**src/rtl/control_pkg.sv**
```systemverilog
// Shared constants, state encodings and control-word layout for the multi-cycle control unit.
package control_pkg;

    localparam int unsigned STATE_W = 4;
    localparam int unsigned OPC_W   = 6;
    localparam int unsigned CWOP_W  = 2;
    localparam int unsigned SRCB_W  = 2;
    localparam int unsigned PCSRC_W = 2;

    // Opcodes (op[5:0])
    localparam logic [OPC_W-1:0] OP_RTYPE = 6'd0;
    localparam logic [OPC_W-1:0] OP_J     = 6'd2;
    localparam logic [OPC_W-1:0] OP_BEQ   = 6'd4;
    localparam logic [OPC_W-1:0] OP_BNE   = 6'd5;
    localparam logic [OPC_W-1:0] OP_ADDI  = 6'd8;
    localparam logic [OPC_W-1:0] OP_LW    = 6'd35;
    localparam logic [OPC_W-1:0] OP_SW    = 6'd43;

    // ALU operation classes
    localparam logic [CWOP_W-1:0] ALU_ADD   = 2'd0;
    localparam logic [CWOP_W-1:0] ALU_SUB   = 2'd1;
    localparam logic [CWOP_W-1:0] ALU_FUNCT = 2'd2;

    // ALU B operand select
    localparam logic [SRCB_W-1:0] SRCB_REGB    = 2'd0;
    localparam logic [SRCB_W-1:0] SRCB_FOUR    = 2'd1;
    localparam logic [SRCB_W-1:0] SRCB_IMM     = 2'd2;
    localparam logic [SRCB_W-1:0] SRCB_IMM_SH2 = 2'd3;

    // PC source select
    localparam logic [PCSRC_W-1:0] PCSRC_ALU    = 2'd0;
    localparam logic [PCSRC_W-1:0] PCSRC_ALUOUT = 2'd1;
    localparam logic [PCSRC_W-1:0] PCSRC_JUMP   = 2'd2;

    typedef enum logic [STATE_W-1:0] {
        S_FETCH    = 4'd0,
        S_DECODE   = 4'd1,
        S_MEM_ADDR = 4'd2,
        S_MEM_RD   = 4'd3,
        S_MEM_WB   = 4'd4,
        S_MEM_WR   = 4'd5,
        S_EXEC     = 4'd6,
        S_R_WB     = 4'd7,
        S_BRANCH   = 4'd8,
        S_JUMP     = 4'd9,
        S_ADDI_EX  = 4'd10,
        S_ADDI_WB  = 4'd11,
        S_TRAP     = 4'd15
    } state_e;

    typedef struct packed {
        logic                pc_write;
        logic                pc_write_cond;
        logic                branch_ne;
        logic                i_or_d;
        logic                mem_read;
        logic                mem_write;
        logic                ir_write;
        logic                mem_to_reg;
        logic                reg_dst;
        logic                reg_write;
        logic                alu_src_a;
        logic [SRCB_W-1:0]   alu_src_b;
        logic [CWOP_W-1:0]   alu_op;
        logic [PCSRC_W-1:0]  pc_source;
        logic                illegal;
    } ctrl_word_t;

endpackage

```
**src/rtl/control_out_decode.sv**
```systemverilog
// Combinational state -> control-word decode (Moore outputs, FETCH strobes qualified by mem_ready).
module control_out_decode
    import control_pkg::*;
(
    input  state_e     state_i,
    input  logic       mem_ready_i,
    input  logic       branch_ne_i,
    output ctrl_word_t ctrl_c
);

    // One control word per state; anything not set stays 0
    always_comb begin
        ctrl_c = '0;
        case (state_i)
            S_FETCH: begin
                ctrl_c.mem_read  = 1'b1;
                ctrl_c.alu_src_b = SRCB_FOUR;
                ctrl_c.alu_op    = ALU_ADD;
                ctrl_c.ir_write  = mem_ready_i;
                ctrl_c.pc_write  = mem_ready_i;
            end
            S_DECODE: begin
                ctrl_c.alu_src_b = SRCB_IMM_SH2;
                ctrl_c.alu_op    = ALU_ADD;
            end
            S_MEM_ADDR: begin
                ctrl_c.alu_src_a = 1'b1;
                ctrl_c.alu_src_b = SRCB_IMM;
                ctrl_c.alu_op    = ALU_ADD;
            end
            S_MEM_RD: begin
                ctrl_c.mem_read = 1'b1;
                ctrl_c.i_or_d   = 1'b1;
            end
            S_MEM_WB: begin
                ctrl_c.reg_write  = 1'b1;
                ctrl_c.mem_to_reg = 1'b1;
            end
            S_MEM_WR: begin
                ctrl_c.mem_write = 1'b1;
                ctrl_c.i_or_d    = 1'b1;
            end
            S_EXEC: begin
                ctrl_c.alu_src_a = 1'b1;
                ctrl_c.alu_src_b = SRCB_REGB;
                ctrl_c.alu_op    = ALU_FUNCT;
            end
            S_R_WB: begin
                ctrl_c.reg_write = 1'b1;
                ctrl_c.reg_dst   = 1'b1;
            end
            S_BRANCH: begin
                ctrl_c.alu_src_a     = 1'b1;
                ctrl_c.alu_src_b     = SRCB_REGB;
                ctrl_c.alu_op        = ALU_SUB;
                ctrl_c.pc_write_cond = 1'b1;
                ctrl_c.pc_source     = PCSRC_ALUOUT;
                ctrl_c.branch_ne     = branch_ne_i;
            end
            S_JUMP: begin
                ctrl_c.pc_write  = 1'b1;
                ctrl_c.pc_source = PCSRC_JUMP;
            end
            S_ADDI_EX: begin
                ctrl_c.alu_src_a = 1'b1;
                ctrl_c.alu_src_b = SRCB_IMM;
                ctrl_c.alu_op    = ALU_ADD;
            end
            S_ADDI_WB: begin
                ctrl_c.reg_write = 1'b1;
            end
            S_TRAP: begin
                ctrl_c.illegal = 1'b1;
            end
            default: ctrl_c = '0;
        endcase
    end

endmodule

```
**src/rtl/multicycle_control.sv**
```systemverilog
// Multi-cycle MIPS-subset control unit: state sequencing, branch polarity latch, gated outputs.
module multicycle_control
    import control_pkg::*;
#(
    parameter int unsigned OP_W        = 6,
    parameter int unsigned ALUOP_W     = 2,
    parameter int unsigned ADDI_EN     = 1,
    parameter int unsigned BNE_EN      = 1,
    parameter int unsigned MEM_WAIT_EN = 1
) (
    input  logic               clk,
    input  logic               rst_n,
    input  logic [OP_W-1:0]    op,
    input  logic               mem_ready,
    output logic               pc_write,
    output logic               pc_write_cond,
    output logic               branch_ne,
    output logic               i_or_d,
    output logic               mem_read,
    output logic               mem_write,
    output logic               ir_write,
    output logic               mem_to_reg,
    output logic               reg_dst,
    output logic               reg_write,
    output logic               alu_src_a,
    output logic [1:0]         alu_src_b,
    output logic [ALUOP_W-1:0] alu_op,
    output logic [1:0]         pc_source,
    output logic               illegal,
    output logic [3:0]         state
);

    state_e     state_q, state_d;
    logic       branch_ne_q, branch_ne_d;
    logic       mem_rdy;
    ctrl_word_t cw;

    // Full-width compare: nonzero upper opcode bits never match a legal opcode
    function automatic logic op_is(input logic [OP_W-1:0] o, input logic [OPC_W-1:0] code);
        return o == OP_W'(code);
    endfunction

    assign mem_rdy = (MEM_WAIT_EN != 0) ? mem_ready : 1'b1;

    // State and branch-polarity registers
    always_ff @(posedge clk or negedge rst_n) begin
        if (!rst_n) begin
            state_q     <= S_FETCH;
            branch_ne_q <= 1'b0;
        end else begin
            state_q     <= state_d;
            branch_ne_q <= branch_ne_d;
        end
    end

    // Next-state logic; branch polarity captured on DECODE exit
    always_comb begin
        state_d     = state_q;
        branch_ne_d = branch_ne_q;
        case (state_q)
            S_FETCH:    if (mem_rdy) state_d = S_DECODE;
            S_DECODE: begin
                branch_ne_d = op_is(op, OP_BNE);
                if (op_is(op, OP_LW) || op_is(op, OP_SW))  state_d = S_MEM_ADDR;
                else if (op_is(op, OP_RTYPE))              state_d = S_EXEC;
                else if (op_is(op, OP_BEQ))                state_d = S_BRANCH;
                else if (op_is(op, OP_BNE) && BNE_EN != 0) state_d = S_BRANCH;
                else if (op_is(op, OP_J))                  state_d = S_JUMP;
                else if (op_is(op, OP_ADDI) && ADDI_EN != 0) state_d = S_ADDI_EX;
                else                                       state_d = S_TRAP;
            end
            S_MEM_ADDR: state_d = op_is(op, OP_LW) ? S_MEM_RD : S_MEM_WR;
            S_MEM_RD:   if (mem_rdy) state_d = S_MEM_WB;
            S_MEM_WB:   state_d = S_FETCH;
            S_MEM_WR:   if (mem_rdy) state_d = S_FETCH;
            S_EXEC:     state_d = S_R_WB;
            S_R_WB:     state_d = S_FETCH;
            S_BRANCH:   state_d = S_FETCH;
            S_JUMP:     state_d = S_FETCH;
            S_ADDI_EX:  state_d = S_ADDI_WB;
            S_ADDI_WB:  state_d = S_FETCH;
            S_TRAP:     state_d = S_TRAP;
            default:    state_d = S_TRAP;
        endcase
    end

    control_out_decode u_decode (
        .state_i     (state_q),
        .mem_ready_i (mem_rdy),
        .branch_ne_i (branch_ne_q),
        .ctrl_c      (cw)
    );

    // Every output forced low while reset is asserted
    assign pc_write      = cw.pc_write      & rst_n;
    assign pc_write_cond = cw.pc_write_cond & rst_n;
    assign branch_ne     = cw.branch_ne     & rst_n;
    assign i_or_d        = cw.i_or_d        & rst_n;
    assign mem_read      = cw.mem_read      & rst_n;
    assign mem_write     = cw.mem_write     & rst_n;
    assign ir_write      = cw.ir_write      & rst_n;
    assign mem_to_reg    = cw.mem_to_reg    & rst_n;
    assign reg_dst       = cw.reg_dst       & rst_n;
    assign reg_write     = cw.reg_write     & rst_n;
    assign alu_src_a     = cw.alu_src_a     & rst_n;
    assign alu_src_b     = cw.alu_src_b     & {2{rst_n}};
    assign alu_op        = ALUOP_W'(cw.alu_op) & {ALUOP_W{rst_n}};
    assign pc_source     = cw.pc_source     & {2{rst_n}};
    assign illegal       = cw.illegal       & rst_n;
    assign state         = 4'(state_q)      & {4{rst_n}};

endmodule

```
**config.mk**
```make
export PLATFORM = sky130hd
export DESIGN_NAME = multicycle_control
export DESIGN_NICKNAME = d
export VERILOG_FILES = /design/src/rtl/control_pkg.sv /design/src/rtl/control_out_decode.sv /design/src/rtl/multicycle_control.sv
export SDC_FILE = /design/constraint.sdc
export NUM_CORES = 1
export LEC_CHECK = 0
export CAP_MARGIN = 5
export CELL_PAD_IN_SITES_DETAIL_PLACEMENT = 1
export CELL_PAD_IN_SITES_GLOBAL_PLACEMENT = 1
export CORE_ASPECT_RATIO = 0.9
export CORE_MARGIN = 8
export CORE_UTILIZATION = 27
export DETAILED_ROUTE_END_ITERATION = 10
export PLACE_DENSITY = 0.84
export SYNTH_ARGS = -nofsm -noshare
export SYNTH_HDL_FRONTEND = slang
export SYNTH_SLANG_ARGS = --single-unit
export TNS_END_PERCENT = 100
```
**constraint.sdc**
```tcl
create_clock -name clk -period 2.35 [get_ports clk]
set_clock_uncertainty 0.05 [all_clocks]
set_input_delay 0.705 -clock clk [delete_from_list [all_inputs] [get_ports clk]]
set_output_delay 0.705 -clock clk [all_outputs]
set_load 0.01 [all_outputs]
```
==> summary.md, run 1 <==
| Metric | Value |
|---|---|
| Unrepaired setup endpoints after global routing | true |
| Final hold violation count | 0 |
| Pre-Repair DR Iteration Count | 4 |
| WL final | 3150 µm |
| CTS tree | yes |
| Grt met2 use | 0.266 |
| Final Wtd Congestion | 0.809 |
| Pins Over Slew Limit | 0 |
| Top-area cell type share of the netlist area | 0.193 |
| Multi-input combinational cell area | 528 µm² |
| Vias | 923 |
| Mapped Cells | 94 |
| TritonCTS buffer count | 3 |
| CP cell instances | buf_4 > and2b_1 > nand2_2 > nor2_1 > or2_2 > buf_2 |
| Synth async-reset ratio | 1.00 |
| Die H | 62.5 µm |
| Status | finished clean |
| Warnings, synthesis | 0 |
| Synthesized cell area | 649 µm² |
| Commonest non-fill, non-tap cells in the layout | buf_4, nor2_1, buf_2 |
| GRT Resource Usage Total | 0.151 |
| CP arrival | 1.56 ns |
| Fillcell total | 292 |
| Pin count of the biggest net entering global routing | 10 |
| Tightest Pin Transition | 0.428 ns |
| Post-route ant nets | 0 |
| Remaining Overflow, GRT | 0 |
| EDFF count, synth | 0 |
| Max_cap viols | 0 |
| CP max FO | 3 |
| Initial core utilization | 0.275 |
| Wirelength per Cell | 18.0 µm |
| H-tree depth | 1 |
| Sink Count | 5 |
| Endpoints failing setup | 0 |
| Setup crit end kind | output port |
| Die area | 4230 µm² |
| Met3 usage | 0.0161 |
| Critical path class | flop to output port |
| Ant. Diodes | 0 |
| Grt met1 use | 0.179 |
| Layout cells sized above 1 | 0.415 |
| VDD IR-drop max | 517 µV |
| Core ar. | 2360 µm² |
| Clock Tree Buf Depth | 2 |
| Final core utilization | 0.502 |
| Port Buf Inserts | 30 |
| Worst r2r path cells | 6 |
| Syn-to-layout area delta | 82.5% |
| Reg area | 128 µm² |
| Row count | 17 |
| Pwr dens | 1040 nW/µm² |
| Register area share after synthesis | 0.193 |
| Final nets | 157 |
| Initial DRC count | 32 |
| First-pass GRT wire length | 5080 µm |
| Via/cell ratio | 5.27 |
| Syn avg cell area | 6.91 µm² |
| Net Count, Synth | 103 |
| Fin crit period | 2.32 ns |
| Hold/Removal Path Class | input pin to asynchronous set/reset pin |
| Tcrit/Tclk final | 0.986 |
| Leak | 0.000564 µW |
| Clk Latency, worst-skew pair | 0.26 ns |
| Slowest stage cell, crit path | dfrtp_1 |
| Vias in the first global route | 1006 |
| Critical path's largest stage delay | 0.40 ns |
| Post-detail-place hpwl | 2410 µm |
| Register bit count reported by yosys | 5 |
| Unique masters post-synth | 41 |
| Yosys top cell by area | dfrtp_1 |
| Slew margin rel. | 0.711 |
| Ys flop type | dfrtp_1 |
| Die X | 67.7 µm |
| Initial antenna violation count | 0 |
| Total power draw | 1240 µW |
| Clock root buffer | clkbuf_4 |
| Remaining DRCs | 0 |
| Clock-pin slew on the worst setup and hold paths | 0.05 ns |
| Hold-fix buffers, CTS | 0 |
| FMAX | 432 MHz |
| Area contributors post-synth | dfrtp_1, nand2_1, nor2_1 |
| Top Ports | 31 |
| Critical Path RT | 1.59 ns |
| Startpoint type of the worst setup path | flop |
| Gr busiest metal | met2 |
| Commonest non-fill, non-tap cell in the layout | buf_4 |
==> state kept, by name, summed over array words and instances (netlist names) <==
register and cells:
branch_ne_q 1, state_q 4
==> stage by stage <==
step	cell area, µm²	cells	TNS, ns	hold slack (ns)	setup slack [ns]
after floorplan	649	94	0	0.359	0.000885
after global placement	1110	167	-12.00	0.439	-0.691
after detailed placement	1110	167	-13.04	0.434	-0.735
after CTS	1140	173	0	0.323	0.0159
after global routing	1180	175	-0.0774	0.281	-0.0430
final	1180	175	0	0.277	0.0333
==> layout make-up <==
class / count / share of cell area
timing repair buffer: 55 / 0.382
multi-input combinational: 79 / 0.446
sequential: 5 / 0.108
tap: 28 / 0.0296
inverter: 4 / 0.0127
clock buffer: 4 / 0.0222
==> cell families after synthesis <==
logic type,Yosys count,share of synthesized area
flops,5,0.193
compound gates,20,0.212
simple gates,55,0.466
mux,1,0.0154
buf+inv,10,0.0732
xor+xnor,3,0.0405
==> Yosys cell counts (all sizes together) (2+ instances only) <==
| cell type | number |
|---|---|
| a21oi | 2 |
| and2 | 6 |
| and2b | 2 |
| buf | 4 |
| clkbuf | 2 |
| dfrtp | 5 |
| inv | 4 |
| nand2 | 11 |
| nand2b | 3 |
| nand3 | 3 |
| nor2 | 11 |
| nor2b | 2 |
| nor3 | 5 |
| nor3b | 2 |
| nor4 | 2 |
| o21ai | 6 |
| xor2 | 2 |
==> layer usage <==
layer	share of wire	wire length, µm
met3	0.022	68
met4	0.0057	18
met2	0.55	1730
met5	0	0
met1	0.42	1330
==> worst paths after layout <==
kind / start / to / slack, ns
min in group clk: branch_ne_q$_DFFE_PN0P_ / branch_ne_q$_DFFE_PN0P_ / 0.44
max: state_q[3]$_DFFE_PN0P_ / pc_write / 0.03
min reg2reg: branch_ne_q$_DFFE_PN0P_ / branch_ne_q$_DFFE_PN0P_ / 0.44
max in group asynchronous: rst_n / state_q[2]$_DFFE_PN0P_ / 1.69
max reg2reg: state_q[3]$_DFFE_PN0P_ / state_q[1]$_DFFE_PN0P_ / 0.46
min: rst_n / state_q[1]$_DFFE_PN0P_ / 0.28
==> repair_timing <==
action,in CTS,in global routing
endpoints found under the setup margin,22,8
setup buffers,2,2
pin swaps,2,3
gates resized for setup,75,14
==> critical path: cells and delay by family (launching register included) <==
family | cells | cell delay (ns)
AND/OR/NAND/NOR | 4 | 0.60
flip-flops | 1 | 0.40
buffers and inverters | 2 | 0.31
==> power by group <==
part / internal (µW) / switching, µW / total, µW
clock: 64.8 / 44.7 / 109
sequential: 125 / 57.0 / 182
combinational: 461 / 486 / 947
No activity file was read; power rests on OpenSTA's default activity.
==> inputs of run 2 (changes only) <==
--- a/config.mk
+++ b/config.mk
@@ -5,14 +5,15 @@
 export SDC_FILE = /design/constraint.sdc
 export NUM_CORES = 1
 export LEC_CHECK = 0
+export ABC_AREA = 1
 export CAP_MARGIN = 5
 export CELL_PAD_IN_SITES_DETAIL_PLACEMENT = 1
 export CELL_PAD_IN_SITES_GLOBAL_PLACEMENT = 1
 export CORE_ASPECT_RATIO = 0.9
 export CORE_MARGIN = 8
-export CORE_UTILIZATION = 27
+export CORE_UTILIZATION = 25
 export DETAILED_ROUTE_END_ITERATION = 10
-export PLACE_DENSITY = 0.84
+export PLACE_DENSITY = 0.83
 export SYNTH_ARGS = -nofsm -noshare
 export SYNTH_HDL_FRONTEND = slang
 export SYNTH_SLANG_ARGS = --single-unit
==> constraint.sdc (replaced) <==
create_clock -name clk -period 2.14 [get_ports clk]
set_clock_uncertainty 0.05 [all_clocks]
set_input_delay 0.642 -clock clk [delete_from_list [all_inputs] [get_ports clk]]
set_output_delay 0.642 -clock clk [all_outputs]
set_load 0.01 [all_outputs]
==> run 2 against run 1 <==
The flow now finishes with violations (setup timing). First-iteration DRC count is 16% lower. Global-route usage is 2.1 points lower. Power is 78% lower. Clock power is 4% higher. Highest routed layer unchanged. Die area is 5.5% higher. Wire length is 4.7% higher.
==> summary.md, run 2 <==
| Metric | Value |
|---|---|
| Remaining Overflow, GRT | 0 (unchanged) |
| Tightest Pin Transition | 0.248 ns (-0.180 ns) |
| Critical Path RT | 1.45 ns (-0.14 ns) |
| Unrepaired setup endpoints after global routing | true |
| Final hold violation count | 0 (unchanged) |
| Slowest stage cell, crit path | dfrtp_2 |
| Synth async-reset ratio | 1.00 (unchanged) |
| Final nets | 187 (+19%) |
| EDFF count, synth | 0 (unchanged) |
| Tcrit/Tclk final | 1.02 |
| Initial DRC count | 27 (-16%) |
| Setup crit end kind | output port |
| Top Ports | 31 (unchanged) |
| Fin crit period | 2.18 ns |
| Pins Over Slew Limit | 0 (unchanged) |
| FMAX | 458 MHz |
| Port Buf Inserts | 30 (unchanged) |
| Biggest regs | state_q: 4 flops, branch_ne_q: 1 flops |
| Die area | 4470 µm² (+5.5%) |
| Max_cap viols | 0 (unchanged) |
| Clock Tree Buf Depth | 2 (unchanged) |
| Core ar. | 2450 µm² (+3.6%) |
| Register bit count reported by yosys | 5 (unchanged) |
| Post-route ant nets | 0 (unchanged) |
| Initial antenna violation count | 0 (unchanged) |
| Ant. Diodes | 0 (unchanged) |
| Place WS | -0.726 ns (+0.00852 ns) |
| Via/cell ratio | 4.78 (-9.4%) |
| Syn avg cell area | 5.47 µm² (-21%) |
| Register-to-Register Setup Slack | 0.43 ns (-0.03 ns) |
| Pwr dens | 220 nW/µm² (-79%) |
| Leak | 0.000644 µW (+14%) |
| Remaining DRCs | 0 (unchanged) |
| Sink Count | 5 (unchanged) |
| Wirelength per Cell | 16.1 µm (-11%) |
| Die X | 69.6 µm (+2.8%) |
| Multi-input combinational cell area | 480 µm² (-9.0%) |
| Gr busiest metal | met2 |
| Final Wtd Congestion | 0.826 (+2.1%) |
| Mapped Cells | 118 (+26%) |
| Post-detail-place hpwl | 2300 µm (-4.6%) |
| Register area share after synthesis | 0.194 (+0.00112) |
| Reg area | 130 µm² (+2.0%) |
| Row count | 17 (unchanged) |
| CP arrival | 1.49 ns (-0.07 ns) |
| Vias in the first global route | 1079 (+7.3%) |
| WL final | 3290 µm (+4.7%) |
| Hold-fix buffers, CTS | 0 (unchanged) |
| Grt met2 use | 0.253 (-0.0131) |
| Area contributors post-synth | dfrtp_1, nand2_1, nor2_1 |
| Pre-Repair DR Iteration Count | 4 (unchanged) |
| Commonest non-fill, non-tap cells in the layout | nand2_1, nor2_1, buf_4 |
| Failing checks | setup timing |
| H-tree depth | 1 (unchanged) |
| CP cell instances | buf_4 > inv_1 > nor2_2 > nand2_1 > nor2_1 > clkdlybuf4s15_2 |
| Post-synth top cells | nand2_1, nor2_1, inv_1 |
| Top-area cell type share of the netlist area | 0.194 (+0.00112) |
| Commonest non-fill, non-tap cell in the layout | nand2_1 |
| TritonCTS buffer count | 3 (unchanged) |
| Fillcell total | 335 (+15%) |
| Vias | 980 (+6.2%) |
| Grt met1 use | 0.127 (-0.0526) |
| GRT Resource Usage Total | 0.130 (-0.0208) |
| Unique masters post-synth | 23 (-44%) |
| Synthesized cell area | 646 µm² (-0.58%) |
| Critical path class | flop to output port |
| Syn-to-layout area delta | 89.7% |
| Top Family by Delay on Critical Path | flip-flops |
| Warnings, synthesis | 0 (unchanged) |
| Ys flop type | dfrtp_1 |
| Max reg flops | 4 (unchanged) |
| Final WS setup | -0.0440 ns (-0.0773 ns) |
| CTS tree | yes |
| Slew margin rel. | 0.834 (+0.123) |
| Die H | 64.2 µm (+2.7%) |
| Hold/Removal Path Class | input pin to asynchronous set/reset pin |
| Clock-pin slew on the worst setup and hold paths | 0.04 ns (about the same) |
| CP max FO | 5 (+2) |
| First-pass GRT wire length | 4880 µm (-3.9%) |
| Startpoint type of the worst setup path | flop |
| Pin count of the biggest net entering global routing | 10 (unchanged) |
| Clk Latency, worst-skew pair | 0.25 ns (about the same) |
| Net Count, Synth | 127 (+23%) |
| Yosys top cell by area | dfrtp_1 |
| Status | complete, but fails checks |
| TNS Setup | -0.0866 ns (-0.0866 ns) |
| Met3 usage | 0.0355 (+0.0194) |
| Initial core utilization | 0.264 (-0.0111) |
| Clock root buffer | clkbuf_4 |
| Endpoints failing setup | 4 (+4) |
| Top reg by flops | state_q |
| VDD IR-drop max | 242 µV (-53%) |
| Layout cells sized above 1 | 0.452 (+0.0370) |
| Critical path's largest stage delay | 0.46 ns (+0.06 ns) |
| Count leader, synth | nand2_1 |
| Crit path buf inv count | 3 (+1) |
| Total power draw | 269 µW (-78%) |
==> run 2: worst paths after layout <==
kind | startpoint | endpoint | cells past startpoint
setup / recovery | state_q[0]$_DFFE_PN0P_ | mem_write | 6
hold / removal | rst_n | state_q[0]$_DFFE_PN0P_ | 3
setup reg to reg | state_q[1]$_DFFE_PN0P_ | state_q[0]$_DFFE_PN0P_ | 10
hold reg to reg | branch_ne_q$_DFFE_PN0P_ | branch_ne_q$_DFFE_PN0P_ | 2
max in group asynchronous | rst_n | state_q[3]$_DFFE_PN0P_ | 3
min in group clk | branch_ne_q$_DFFE_PN0P_ | branch_ne_q$_DFFE_PN0P_ | 2
==> run 2: final cells by class <==
| class | instances | share of cell area |
|---|---|---|
| Clock buffer | 4 | 0.0215 |
| Timing Repair Buffer | 59 | 0.382 |
| Multi-Input combinational cell | 89 | 0.392 |
| Inverter | 20 | 0.0695 |
| Tap cell | 28 | 0.0286 |
| Sequential cell | 5 | 0.106 |
==> run 2: logic make-up (layout without fill, tap and decap cells) <==
kind of cell	Yosys count	in the layout	synth area share
and+or+nand+nor	81	81	0.568
buffers and inverters	24	83	0.163
AOI/OAI and AO/OA	8	8	0.0756
DFF	5	5	0.194
==> run 2: routing by layer <==
metal | vias to the layer above | wire length [µm]
met4 | 0 | 99
met2 | 31 | 1770
li1 | 479 | -
met3 | 12 | 181
met1 | 458 | 1240
met5 | - | 0
==> run 2: repair_timing <==
item,in CTS,in global routing
pin swaps,1,3
setup endpoints to repair,22,18
setup buffers,3,2
resized for setup,105,8
==> run 2: where the power goes <==
group	switching [µW]	leakage [µW]	total (µW)	internal (µW)
logic	31.7	0.000587	61.7	29.9
registers	0	0.0000425	94.8	94.8
clock network	41.8	0.0000150	113	70.7
total	73.6	0.000644	269	195
==> run 2: metrics by stage <==
stage	hold slack, ns	instances	instance area [µm²]	utilization
after floorplan	0.296	118	646	-
after global placement	0.440	196	1130	0.462
after detailed placement	0.485	196	1130	0.462
after CTS	0.453	203	1200	0.492
after global routing	0.359	205	1220	0.501
final	0.364	205	1220	0.501
==> run 2: worst register-to-register path, cell delays in order (launching register included) <==
cell	delay [ns]
dfrtp_2	0.46
buf_6	0.16
nand2_1	0.10
inv_1	0.07
nand2_1	0.12
buf_4	0.14
nand3_2	0.08
nand2_4	0.11
nand3_2	0.08
nor2_1	0.14
nor2_1	0.08
==> inputs of run 3 (changes only) <==
--- a/config.mk
+++ b/config.mk
@@ -11,9 +11,9 @@
 export CELL_PAD_IN_SITES_GLOBAL_PLACEMENT = 1
 export CORE_ASPECT_RATIO = 0.9
 export CORE_MARGIN = 8
-export CORE_UTILIZATION = 25
+export CORE_UTILIZATION = 27
 export DETAILED_ROUTE_END_ITERATION = 10
-export PLACE_DENSITY = 0.83
+export PLACE_DENSITY = 0.88
 export SYNTH_ARGS = -nofsm -noshare
 export SYNTH_HDL_FRONTEND = slang
 export SYNTH_SLANG_ARGS = --single-unit
==> constraint.sdc (replaced) <==
create_clock -name clk -period 2.7 [get_ports clk]
set_clock_uncertainty 0.05 [all_clocks]
set_input_delay 0.81 -clock clk [delete_from_list [all_inputs] [get_ports clk]]
set_output_delay 0.81 -clock clk [all_outputs]
set_load 0.01 [all_outputs]
==> run 3 against run 2 <==
The flow now finishes without violations. Sequential share of layout area is 1.4 points higher. Via count down 7.7%. First-iteration DRC count shrank 48%. Critical path depth is 1 lower. Count of clock-buffer cells in the layout is the same. Power is 20% lower. Sequential cell count did not move. Critical endpoint is now mem_to_reg. Largest power group unchanged.
==> summary.md, run 3 (synthesis results as in run 2) <==
| Metric | Value |
|---|---|
| Fillcell total | 322 (-3.9%) |
| Pwr dens | 201 nW/µm² (-8.5%) |
| Die X | 67.5 µm (-2.9%) |
| Layout cells sized above 1 | 0.217 (-0.235) |
| Crit. path cell count | 5 (-1) |
| Die H | 62.4 µm (-2.8%) |
| Vias in the first global route | 930 (-14%) |
| Core ar. | 2220 µm² (-9.2%) |
| Pre-Repair DR Iteration Count | 4 (unchanged) |
| WL final | 2540 µm (-23%) |
| Top Ports | 31 (unchanged) |
| Critical Path RT | 1.84 ns (+0.39 ns) |
| TritonCTS buffer count | 3 (unchanged) |
| Remaining Overflow, GRT | 0 (unchanged) |
| Initial DRC count | 14 (-48%) |
| Syn-to-layout area delta | 65.5% |
| CTS tree | yes |
| Pin count of the biggest net entering global routing | 9 (-1) |
| Ant. Diodes | 0 (unchanged) |
| Place WS | -0.485 ns (+0.241 ns) |
| Remaining DRCs | 0 (unchanged) |
| Critical path's largest stage delay | 0.54 ns (+0.08 ns) |
| WHS Path Cells | 2 |
| Pins Over Slew Limit | 0 (unchanged) |
| Slew margin rel. | 0.813 (-0.0207) |
| CP arrival | 1.79 ns (+0.30 ns) |
| Clk Latency, worst-skew pair | 0.25 ns (about the same) |
| Final core utilization | 0.481 (-0.0199) |
| Post-route cell area | 1070 µm² (-13%) |
| Top Family by Delay on Critical Path | buffers and inverters |
| Clock-pin slew on the worst setup and hold paths | 0.04 ns (about the same) |
| TNS Setup | 0 ns (+0.0866 ns) |
| Tightest Pin Transition | 0.280 ns (+0.0317 ns) |
| Status | finished clean |
| Unrepaired setup endpoints after global routing | false |
| Crit path buf inv count | 2 (-1) |
| Setup crit end kind | output port |
| CP cell instances | buf_4 > nor2_2 > nand2_1 > nor2_1 > clkdlybuf4s50_1 |
| Worst r2r path cells | 9 (-1) |
| Max reg flops | 4 (unchanged) |
| Die area | 4210 µm² (-5.7%) |
| Port Buf Inserts | 30 (unchanged) |
| Final nets | 171 (-8.6%) |
| Slowest stage cell, crit path | clkdlybuf4s50_1 |
| Clock root buffer | clkbuf_4 |
| Post-detail-place hpwl | 1960 µm (-15%) |
| Startpoint type of the worst setup path | flop |
| First-pass GRT wire length | 4110 µm (-16%) |
| CP max FO | 4 (-1) |
| FMAX | 377 MHz |
| Via/cell ratio | 4.81 (+0.70%) |
| Row count | 16 (-1) |
| Register-to-Register Setup Slack | 1.26 ns (+0.83 ns) |
| Biggest regs | state_q: 4 flops, branch_ne_q: 1 flops |
| VDD IR-drop max | 218 µV (-10%) |
| Max_cap viols | 0 (unchanged) |
| Commonest non-fill, non-tap cell in the layout | nand2_1 |
| Fin crit period | 2.65 ns |
| Final Wtd Congestion | 0.802 (-2.9%) |
| Clock Tree Buf Depth | 2 (unchanged) |
| Leak | 0.000621 µW (-3.7%) |
| Final hold violation count | 0 (unchanged) |
| GRT Resource Usage Total | 0.119 (-0.0107) |
| Sink Count | 5 (unchanged) |
| Top reg by flops | state_q |
| Initial antenna violation count | 0 (unchanged) |
| Final WS setup | 0.0483 ns (+0.0924 ns) |
| Vias | 905 (-7.7%) |
| Endpoints failing setup | 0 (-4) |
| Tcrit/Tclk final | 0.982 |
| DP Cell Count | 177 (-9.7%) |
| Commonest non-fill, non-tap cells in the layout | nand2_1, nor2_1, inv_1 |
| Initial core utilization | 0.291 (+0.0266) |
| Hold/Removal Path Class | flop to flop |
| Critical path class | flop to output port |
| Wirelength per Cell | 13.5 µm (-16%) |
| Layout Cells excl Fill | 188 (-8.3%) |
| Area of placed instances | 995 µm² (-12%) |
| Post-route ant nets | 0 (unchanged) |
| H-tree depth | 1 (unchanged) |
-- run 3: cell types whose count changed in the layout (fill, tap and decap cells not counted), moves of 5 or more --
cell,previous run,this run
dlygate4sd2_1,1,16
buf_4,25,12
clkdlybuf4s15_2,5,0
buf_2,13,1
-- run 3: per-layer routing --
metal  GRT usage  wire length (µm)  up-vias
met3      0.0251               181        4
met1       0.123               970      420
met5           0                 0        -
li1            -                 -      450
met2       0.231              1380       31
met4      0.0235                11        0
-- run 3: timing repair --
action | in CTS | in global routing
hold buffers | 0 | 0
endpoints found under the setup margin | 22 | 8
gates resized for setup | 27 | 10
buffers inserted | 1 | 5
gates cloned | 1 | 0
-- run 3: final timing paths --
path | from | endpoint
worst min-delay path | branch_ne_q$_DFFE_PN0P_ | branch_ne_q$_DFFE_PN0P_
min in group asynchronous | rst_n | state_q[3]$_DFFE_PN0P_
worst min register to register | branch_ne_q$_DFFE_PN0P_ | branch_ne_q$_DFFE_PN0P_
max in group asynchronous | rst_n | state_q[2]$_DFFE_PN0P_
worst max-delay path | state_q[1]$_DFFE_PN0P_ | mem_to_reg
worst max register to register | state_q[1]$_DFFE_PN0P_ | state_q[0]$_DFFE_PN0P_
-- run 3: worst reg2reg max path, cell delays in order, from the launching register on --
cell,delay [ns]
dfrtp_1,0.40
buf_4,0.17
nand2_1,0.08
inv_1,0.04
nand2_1,0.14
nand3_2,0.12
nand2_4,0.10
nand3_2,0.06
nor2_1,0.11
nor2_1,0.06
-- run 3: final cells by class --
type                    count  area, µm²  share of cell area
multi-input cells          89        433               0.405
repair buffers             42        360               0.337
flip-flops and latches      5        129               0.121
inverters                  20       78.8              0.0738
well taps                  27       33.8              0.0316
clock buffers               4       26.3              0.0246
repair inverters            1       7.51             0.00703
-- run 3: per-stage QoR --
step	power (µW)	hold WS (ns)
3_5_place_dp	124	0.455
5_1_grt	227	0.480
3_3_place_gp	122	0.470
2_1_floorplan	91.5	0.395
4_1_cts	215	0.466
6_report	215	0.454
-- run 3: power breakdown --
part	internal (µW)	switching, µW	total, µW
logic	25.6	24.2	49.8
clock network	56.0	33.6	89.7
registers	75.2	0	75.2
